`config.mk`:
```
export PLATFORM = sky130hd
export DESIGN_NAME = efi_fuel_timing
export DESIGN_NICKNAME = d
export VERILOG_FILES = /design/src/rtl/efi_pkg.sv /design/src/rtl/efi_crank.sv /design/src/rtl/efi_fic_fsm.sv /design/src/rtl/efi_stroke_seq.sv /design/src/rtl/efi_fuel_timing.sv
export SDC_FILE = /design/constraint.sdc
export NUM_CORES = 1
export LEC_CHECK = 0
export BUFFER_PORTS_ARGS = -buffer_cell sky130_fd_sc_hd__buf_2
export CAP_MARGIN = 20
export CORE_UTILIZATION = 30
export DETAILED_ROUTE_END_ITERATION = 10
export MAX_ROUTING_LAYER = met4
export PLACE_DENSITY = 0.56
export SYNTH_ARGS = -nofsm -noshare
export SYNTH_HDL_FRONTEND = slang
export SYNTH_SLANG_ARGS = --single-unit
```
`constraint.sdc`:
```
create_clock -name clk -period 1.95 [get_ports clk]
set_input_delay 0.195 -clock clk [delete_from_list [all_inputs] [get_ports clk]]
set_output_delay 0.195 -clock clk [all_outputs]
set_load 0.005 [all_outputs]
```
`src/rtl/efi_pkg.sv`:
```
// Shared types and constants for the EFI fuel-timing core.
//   stroke_t     : four-stroke cycle position of one cylinder
//   INIT_STROKE  : stroke each cylinder takes when the engine starts
//                  (firing order 1-3-4-2)
//   fic_state_t  : per-cylinder fuel-injection control state
//   init_stroke(): start stroke for an arbitrary cylinder index
package efi_pkg;

  typedef enum logic [1:0] {
    INTAKE      = 2'd0,
    COMPRESSION = 2'd1,
    POWER       = 2'd2,
    EXHAUST     = 2'd3
  } stroke_t;

  localparam stroke_t INIT_STROKE [4] = '{INTAKE, COMPRESSION, EXHAUST, POWER};

  typedef enum logic [2:0] {
    FIC_IDLE   = 3'd0,
    FIC_READY  = 3'd1,
    FIC_CAL    = 3'd2,
    FIC_WAIT   = 3'd3,
    FIC_INJECT = 3'd4,
    FIC_UPDATE = 3'd5
  } fic_state_t;

  // Cylinders beyond the fourth reuse the 4-cylinder pattern.
  function automatic stroke_t init_stroke(input int cyl);
    return INIT_STROKE[cyl[1:0]];
  endfunction

endpackage

```
`src/rtl/efi_crank.sv`:
```
// Crank position logic.
//   clk, reset           : system clock, synchronous active-high reset
//   ckp                  : raw crank sensor level (asynchronous)
//   on                   : engine enable; low clears position state
//   crank_changed        : 1-cycle pulse per counted tooth
//   crank_tick           : 1-cycle pulse when the tooth index reaches 0 or NUM_TEETH/2
//   crank_counter        : tooth index 0..NUM_TEETH-1
//   crank_cycle_counter  : clk cycles of the last tooth period (saturating)
//   cal_rpm              : 1-cycle pulse on wrap to tooth 0
//   cal_btdc             : 1-cycle pulse per tooth once a full period was measured
module efi_crank #(
  parameter int NUM_TEETH           = 60,
  parameter int CYCLE_COUNTER_WIDTH = 24
) (
  input  logic                               clk,
  input  logic                               reset,
  input  logic                               ckp,
  input  logic                               on,
  output logic                               crank_changed,
  output logic                               crank_tick,
  output logic [$clog2(NUM_TEETH)-1:0]       crank_counter,
  output logic [CYCLE_COUNTER_WIDTH-1:0]     crank_cycle_counter,
  output logic                               cal_rpm,
  output logic                               cal_btdc
);
  localparam int TW = $clog2(NUM_TEETH);
  localparam int CW = CYCLE_COUNTER_WIDTH;

  logic          ckp_s1_q, ckp_s2_q, ckp_prev_q, on_prev_q;
  logic [TW-1:0] cnt_q, cnt_d, cnt_wrap;
  logic [CW-1:0] period_q, period_d, cyc_q, cyc_d;
  logic          changed_q, changed_d, tick_q, tick_d;
  logic          rpm_q, rpm_d, btdc_q, btdc_d;
  logic          measured_q, measured_d;
  logic          tooth_edge;

  always_comb begin
    // An edge coinciding with the first enabled cycle is dropped.
    tooth_edge = ckp_s2_q & ~ckp_prev_q & on & on_prev_q;
    cnt_wrap   = (cnt_q == TW'(NUM_TEETH - 1)) ? '0 : cnt_q + TW'(1);

    cnt_d      = cnt_q;
    period_d   = (period_q == '1) ? period_q : period_q + CW'(1);
    cyc_d      = cyc_q;
    changed_d  = 1'b0;
    tick_d     = 1'b0;
    rpm_d      = 1'b0;
    btdc_d     = 1'b0;
    measured_d = measured_q;

    if (!on) begin
      cnt_d      = '0;
      period_d   = '0;
      measured_d = 1'b0;
    end else if (tooth_edge) begin
      cnt_d      = cnt_wrap;
      cyc_d      = period_q;
      period_d   = CW'(1);
      changed_d  = 1'b1;
      tick_d     = (cnt_wrap == '0) || (cnt_wrap == TW'(NUM_TEETH / 2));
      rpm_d      = (cnt_wrap == '0);
      // The first period after enable started at an arbitrary point.
      btdc_d     = measured_q;
      measured_d = 1'b1;
    end
  end

  always_ff @(posedge clk) begin
    if (reset) begin
      ckp_s1_q   <= 1'b0;
      ckp_s2_q   <= 1'b0;
      ckp_prev_q <= 1'b0;
      on_prev_q  <= 1'b0;
      cnt_q      <= '0;
      period_q   <= '0;
      cyc_q      <= '0;
      changed_q  <= 1'b0;
      tick_q     <= 1'b0;
      rpm_q      <= 1'b0;
      btdc_q     <= 1'b0;
      measured_q <= 1'b0;
    end else begin
      ckp_s1_q   <= ckp;
      ckp_s2_q   <= ckp_s1_q;
      ckp_prev_q <= ckp_s2_q;
      on_prev_q  <= on;
      cnt_q      <= cnt_d;
      period_q   <= period_d;
      cyc_q      <= cyc_d;
      changed_q  <= changed_d;
      tick_q     <= tick_d;
      rpm_q      <= rpm_d;
      btdc_q     <= btdc_d;
      measured_q <= measured_d;
    end
  end

  assign crank_changed       = changed_q;
  assign crank_tick          = tick_q;
  assign crank_counter       = cnt_q;
  assign crank_cycle_counter = cyc_q;
  assign cal_rpm             = rpm_q;
  assign cal_btdc            = btdc_q;

endmodule

```
`src/rtl/efi_fic_fsm.sv`:
```
// Per-cylinder fuel-injection control FSM.
//   clk, reset       : system clock, synchronous active-high reset
//   on               : engine enable; low forces IDLE and closes the injector at once
//   fic_on           : injection control enable (sequencer running)
//   crank_tick       : half-revolution pulse
//   stroke           : this cylinder's current stroke
//   allow_injection  : this cylinder's injection window
//   done             : injector driver finished
//   inject           : injector open
//   cal_injection    : 1-cycle request to compute injection time
//   update_table     : 1-cycle request to update the fuel table
//   fuel_pump        : pump enable, high in every state but IDLE
module efi_fic_fsm import efi_pkg::*; (
  input  logic    clk,
  input  logic    reset,
  input  logic    on,
  input  logic    fic_on,
  input  logic    crank_tick,
  input  stroke_t stroke,
  input  logic    allow_injection,
  input  logic    done,
  output logic    inject,
  output logic    cal_injection,
  output logic    update_table,
  output logic    fuel_pump
);
  fic_state_t state_q, state_d;

  always_comb begin
    state_d       = state_q;
    inject        = 1'b0;
    cal_injection = 1'b0;
    update_table  = 1'b0;
    fuel_pump     = (state_q != FIC_IDLE);
    case (state_q)
      FIC_IDLE:  if (fic_on) state_d = FIC_READY;
      // Calculation is requested for the intake stroke that follows exhaust.
      FIC_READY: if (crank_tick && stroke == EXHAUST) state_d = FIC_CAL;
      FIC_CAL: begin
        cal_injection = 1'b1;
        state_d       = FIC_WAIT;
      end
      FIC_WAIT:  if (allow_injection) state_d = FIC_INJECT;
      FIC_INJECT: begin
        // Gated by on so the injector closes without waiting for the clock.
        inject = on;
        if (done || !allow_injection) state_d = FIC_UPDATE;
      end
      FIC_UPDATE: begin
        update_table = 1'b1;
        state_d      = FIC_READY;
      end
      default:   state_d = FIC_IDLE;
    endcase
    if (!on) state_d = FIC_IDLE;
  end

  always_ff @(posedge clk) begin
    if (reset) state_q <= FIC_IDLE;
    else       state_q <= state_d;
  end

endmodule

```
`src/rtl/efi_stroke_seq.sv`:
```
// Stroke sequencer: advances every cylinder's stroke on each half revolution.
//   clk, reset       : system clock, synchronous active-high reset
//   on               : engine enable; low clears running and strokes
//   crank_tick       : half-revolution pulse
//   running          : set on the first tick after enable
//   stroke           : packed 2-bit stroke per cylinder
//   allow_injection  : cylinder in INTAKE while running
//   allow_ignition   : cylinder in COMPRESSION while running
module efi_stroke_seq import efi_pkg::*; #(
  parameter int CYLINDERS = 4
) (
  input  logic                   clk,
  input  logic                   reset,
  input  logic                   on,
  input  logic                   crank_tick,
  output logic                   running,
  output logic [2*CYLINDERS-1:0] stroke,
  output logic [CYLINDERS-1:0]   allow_injection,
  output logic [CYLINDERS-1:0]   allow_ignition
);
  logic    running_q, running_d;
  stroke_t stroke_q [CYLINDERS];
  stroke_t stroke_d [CYLINDERS];

  always_comb begin
    running_d = running_q;
    for (int i = 0; i < CYLINDERS; i++) stroke_d[i] = stroke_q[i];
    if (!on) begin
      running_d = 1'b0;
      for (int i = 0; i < CYLINDERS; i++) stroke_d[i] = INTAKE;
    end else if (crank_tick) begin
      running_d = 1'b1;
      // First tick loads the start pattern; later ticks advance mod 4.
      for (int i = 0; i < CYLINDERS; i++)
        stroke_d[i] = running_q ? stroke_t'(stroke_q[i] + 2'd1) : init_stroke(i);
    end
  end

  always_ff @(posedge clk) begin
    if (reset) begin
      running_q <= 1'b0;
      for (int i = 0; i < CYLINDERS; i++) stroke_q[i] <= INTAKE;
    end else begin
      running_q <= running_d;
      stroke_q  <= stroke_d;
    end
  end

  assign running = running_q;

  genvar gi;
  generate
    for (gi = 0; gi < CYLINDERS; gi++) begin : g_cyl
      assign stroke[2*gi +: 2]   = stroke_q[gi];
      assign allow_injection[gi] = running_q & (stroke_q[gi] == INTAKE);
      assign allow_ignition[gi]  = running_q & (stroke_q[gi] == COMPRESSION);
    end
  endgenerate

endmodule

```
`src/rtl/efi_fuel_timing.sv`:
```
// Crank-synchronous fuel-injection timing core.
//   clk, reset           : system clock, synchronous active-high reset
//   ckp, on, done        : crank sensor, engine enable, per-cylinder driver done
//   crank_*              : tooth pulse/tick, tooth index, last tooth period
//   cal_rpm, cal_btdc    : recalculation requests
//   stroke               : packed per-cylinder stroke
//   allow_injection/ignition, fic_on, ic_on : per-cylinder windows/enables
//   inject, cal_injection, update_table, fuel_pump : per-cylinder FSM outputs
module efi_fuel_timing import efi_pkg::*; #(
  parameter int NUM_TEETH           = 60,
  parameter int CYLINDERS           = 4,
  parameter int CYCLE_COUNTER_WIDTH = 24
) (
  input  logic                           clk,
  input  logic                           reset,
  input  logic                           ckp,
  input  logic                           on,
  input  logic [CYLINDERS-1:0]           done,
  output logic                           crank_tick,
  output logic                           crank_changed,
  output logic [$clog2(NUM_TEETH)-1:0]   crank_counter,
  output logic [CYCLE_COUNTER_WIDTH-1:0] crank_cycle_counter,
  output logic                           cal_rpm,
  output logic                           cal_btdc,
  output logic [2*CYLINDERS-1:0]         stroke,
  output logic [CYLINDERS-1:0]           allow_injection,
  output logic [CYLINDERS-1:0]           allow_ignition,
  output logic [CYLINDERS-1:0]           fic_on,
  output logic [CYLINDERS-1:0]           ic_on,
  output logic [CYLINDERS-1:0]           inject,
  output logic [CYLINDERS-1:0]           cal_injection,
  output logic [CYLINDERS-1:0]           update_table,
  output logic [CYLINDERS-1:0]           fuel_pump
);
  logic running;

  efi_crank #(
    .NUM_TEETH          (NUM_TEETH),
    .CYCLE_COUNTER_WIDTH(CYCLE_COUNTER_WIDTH)
  ) u_crank (
    .clk                (clk),
    .reset              (reset),
    .ckp                (ckp),
    .on                 (on),
    .crank_changed      (crank_changed),
    .crank_tick         (crank_tick),
    .crank_counter      (crank_counter),
    .crank_cycle_counter(crank_cycle_counter),
    .cal_rpm            (cal_rpm),
    .cal_btdc           (cal_btdc)
  );

  efi_stroke_seq #(.CYLINDERS(CYLINDERS)) u_stroke (
    .clk            (clk),
    .reset          (reset),
    .on             (on),
    .crank_tick     (crank_tick),
    .running        (running),
    .stroke         (stroke),
    .allow_injection(allow_injection),
    .allow_ignition (allow_ignition)
  );

  assign fic_on = {CYLINDERS{running}};
  assign ic_on  = {CYLINDERS{running}};

  genvar gi;
  generate
    for (gi = 0; gi < CYLINDERS; gi++) begin : g_fic
      efi_fic_fsm u_fic (
        .clk            (clk),
        .reset          (reset),
        .on             (on),
        .fic_on         (fic_on[gi]),
        .crank_tick     (crank_tick),
        .stroke         (stroke_t'(stroke[2*gi +: 2])),
        .allow_injection(allow_injection[gi]),
        .done           (done[gi]),
        .inject         (inject[gi]),
        .cal_injection  (cal_injection[gi]),
        .update_table   (update_table[gi]),
        .fuel_pump      (fuel_pump[gi])
      );
    end
  endgenerate

endmodule

```
==> impl_metrics.csv <==
group,metric,value,unit
run_status,status,"complete, no violations",
placement,portBuffers,81,
job,drv_cap,0,
floorplan,ios,82,
layout,syn2layout_area_growth,18.14,%
logic_synthesis,synthCells,503,
power,powerDensity,689.0,nW/um^2
drt,first_iter_violations,191,
drt,vias_per_cell,4.777,
timing,min_period_over_period,0.9641,
drt,drc,0,
drt,drt.antenna.violating_nets,0,
worst_hold_path,holdCritPathClass,"in2reg",
logic_synthesis,avgSynthCellArea,8.186,um^2
cts,clock_latency,0.33,ns
setup_path,critPathCaptureType,"flop",
power,peakVddDrop,364.6,uV
layout,multi_input_area,2068,um^2
global_routing,grt_max_degree,28,
setup_path,ff2ff_setup_slack,0.07,ns
global_routing,overflow,0,
floorplan,num_rows,42,
placement,dp.cells,724,
logic_synthesis,synth_edf_count,0,
setup_path,worstPathRequired,2.22,ns
worst_hold_path,min_from,"ckp",
global_routing,antenna_found_initial,0,
drt,vias,3530,
cts,clockRootBuffer,"clkbuf_16",
logic_synthesis,synth-async-reset-ratio,0,
cts,clock_sinks,84,
setup_path,cp-start-kind,"flop",
drt,routed.top_layer,"met4",
placement,placed_area,4579,um^2
floorplan,core,13300,um^2
logic_synthesis,yosysTopAreaCell,"dfxtp_1",
logic_synthesis,yosys_warnings,0,
logic_synthesis,ys_top_cells_by_count,"84 x dfxtp_1, 75 x nand2_1, 51 x a21oi_1, 42 x nor2_1, 28 x buf_4",
drt,dr_wl_met2,4576,um
cts,cts_setup_buffers,0,
timing,fin_setup_tns,0,ns
timing,worst_pin_slew,0.5341,ns
timing,slew_headroom,0.6434,
timing,finalHoldViolations,0,
timing,setup_ws,0.06999,ns
cts,htree_levels,3,
setup_path,criticalPathCategory,"reg2reg",
logic_synthesis,synth.distinct_cells,49,
floorplan,initial_utilization,0.3097,
global_routing,grt.total_usage,0.1409,
logic_synthesis,synth_ff_type,"dfxtp_1",
floorplan,die_area,14200,um^2
global_routing,grt_pass1_vias,3231,
cts,cts_tree,"done",
layout,drive_gt1_frac,0.2256,
global_routing,grt_pass1_wl,15660,um
setup_path,crit_end,"u_crank.period_q[19]",
timing,max_freq,531.9,MHz
drt,wl_per_cell,12.91,um
placement,dpl_worst_slack,0.08808,ns
layout,n_antenna_cell,0,
logic_synthesis,ys_seq_area_frac,0.4084,
layout,finalNetCount,583,
timing,setup_viol,0,
logic_synthesis,synth_area_leaders,"dfxtp_1 41%, nand2_1 6.8%, a21oi_1 6.2%",
logic_synthesis,netlist_area,4118,um^2
setup_path,cp_data_arrival_time,2.15,ns
layout,final_design_area_no_fill,4865,um^2
setup_path,cp-startpoint,"u_crank.period_q[9]",
setup_path,rr_endpoint,"u_crank.period_q[19]",
timing,rsz0062_at_grt,"false",
cts,cts.path.max_buffers,2,
logic_synthesis,ys_ff_latch,84,
logic_synthesis,yosysMostFrequentCell,"dfxtp_1",
timing,fin_skew,0.002758,ns
layout,fin_cells,739,
timing,period_needed,1.880,ns
logic_synthesis,syn_nets,527,
drt,wirelength_met1,4350,um
logic_synthesis,synth_top_area_share,0.4084,
setup_path,reg2reg_depth,5,
placement,dp.final_hpwl,6873,um
setup_path,worstPathMaxFanout,9,
drt,wl_met3,449,um
cts,cts_inserted_buffers,9,
layout,fillCellCount,1359,
setup_path,r2r_start,"u_crank.period_q[9]",
drt,firstDrtPassIters,5,
layout,regArea,1683,um^2
placement,place_congestion,0.8897,
floorplan,fp.dieH,119.2,um
floorplan,die_w,119.2,um
timing,slew_viol_final,0,
drt,routed_wl,9540,um
power,p_leak,1.973,nW
cts,cts.clk_slew.worst_paths,0.06,ns
-- critical path: stages, from the launching register on --
cell     delay (ns)
dfxtp_1        0.43
and4_2         0.32
nand4_4        0.17
or3_1          0.44
or3_1          0.32
a21oi_1        0.14
-- final cells by class --
class / instances / area share
multi-input cells: 347 / 0.4252
flip-flops and latches: 84 / 0.3459
repair buffers: 103 / 0.1173
clock buffers: 13 / 0.05350
well taps: 176 / 0.04527
inverters: 14 / 0.01080
clock inverters: 2 / 0.002058
-- cell usage in the layout, fill, tap and decap left out, drive strengths merged, types with 4 or more instances in the layout --
master	Yosys	layout
or3	8	8
and4	5	5
buf	31	103
dfxtp	84	84
o21ai	13	13
nand2	75	75
nand4	13	13
a31oi	4	4
inv	14	14
and3	6	6
nor4	5	5
nor2	42	42
nor2b	4	4
o31ai	4	4
nor3	9	9
a21oi	51	51
nand2b	4	4
nor3b	9	9
and2	10	10
clkbuf	27	13
xnor2	16	16
ha	16	16
nand3	12	12
-- metal layers --
| layer | global-route usage | vias to the layer above |
|---|---|---|
| met1 | 0.1685 | 1610 |
| li1 | - | 1821 |
| met5 | - | - |
| met3 | 0.03352 | 11 |
| met2 | 0.2278 | 88 |
| met4 | 0.05538 | 0 |
-- state kept, by name (all words and copies together), names as in the netlist, 6 cells and up --
register / flops
u_stroke.stroke: 8
u_crank.period_q: 24
u_crank.crank_cycle_counter: 24
g_fic.u_fic.state_q: 12
u_crank.crank_counter: 6
-- worst min path at each step --
stage | slack, ns | to | depth (start not counted)
floorplan | 0.32 | u_crank.ckp_s1_q | 1
global placement | 0.43 | u_crank.ckp_s2_q | 1
detailed placement | 0.42 | u_crank.ckp_s2_q | 1
CTS | 0.10 | u_crank.ckp_s1_q | 2
global route | 0.1 | u_crank.ckp_s1_q | 2
finish | 0.1 | u_crank.ckp_s1_q | 2
-- power by group --
group / internal [mW] / switching, mW
logic: 0.0210 / 0.0431
clock network: 0.921 / 0.640
registers: 1.72 / 0.00421
total: 2.66 / 0.687
-- cells by family (layout without fill, tap and decap cells) --
family / Yosys count / in the layout / share of synthesized area
multiplexers: 4 / 4 / 0.01003
XOR/XNOR: 17 / 17 / 0.03616
AND/OR/NAND/NOR: 218 / 218 / 0.2701
AO/OA/AOI/OAI: 92 / 92 / 0.1328
buffers and inverters: 72 / 132 / 0.09389
flip-flops: 84 / 84 / 0.4084
adder cells (fa/ha/maj): 16 / 16 / 0.04862
-- metrics by stage --
stage / power (mW) / hold slack, ns / util
2_1_floorplan: 1.801 / 0.3232 / -
6_report: 3.352 / 0.09625 / 0.3659
3_3_place_gp: 1.829 / 0.4260 / 0.3444
4_1_cts: 3.403 / 0.1040 / 0.3648
5_1_grt: 3.484 / 0.09645 / 0.3659
3_5_place_dp: 1.830 / 0.4212 / 0.3444
-- timing repair --
item	CTS	global route
hold buffers	0	0
gates resized for setup	0	6
endpoints found under the setup margin	0	5
Power figures use the tool's default switching activity.
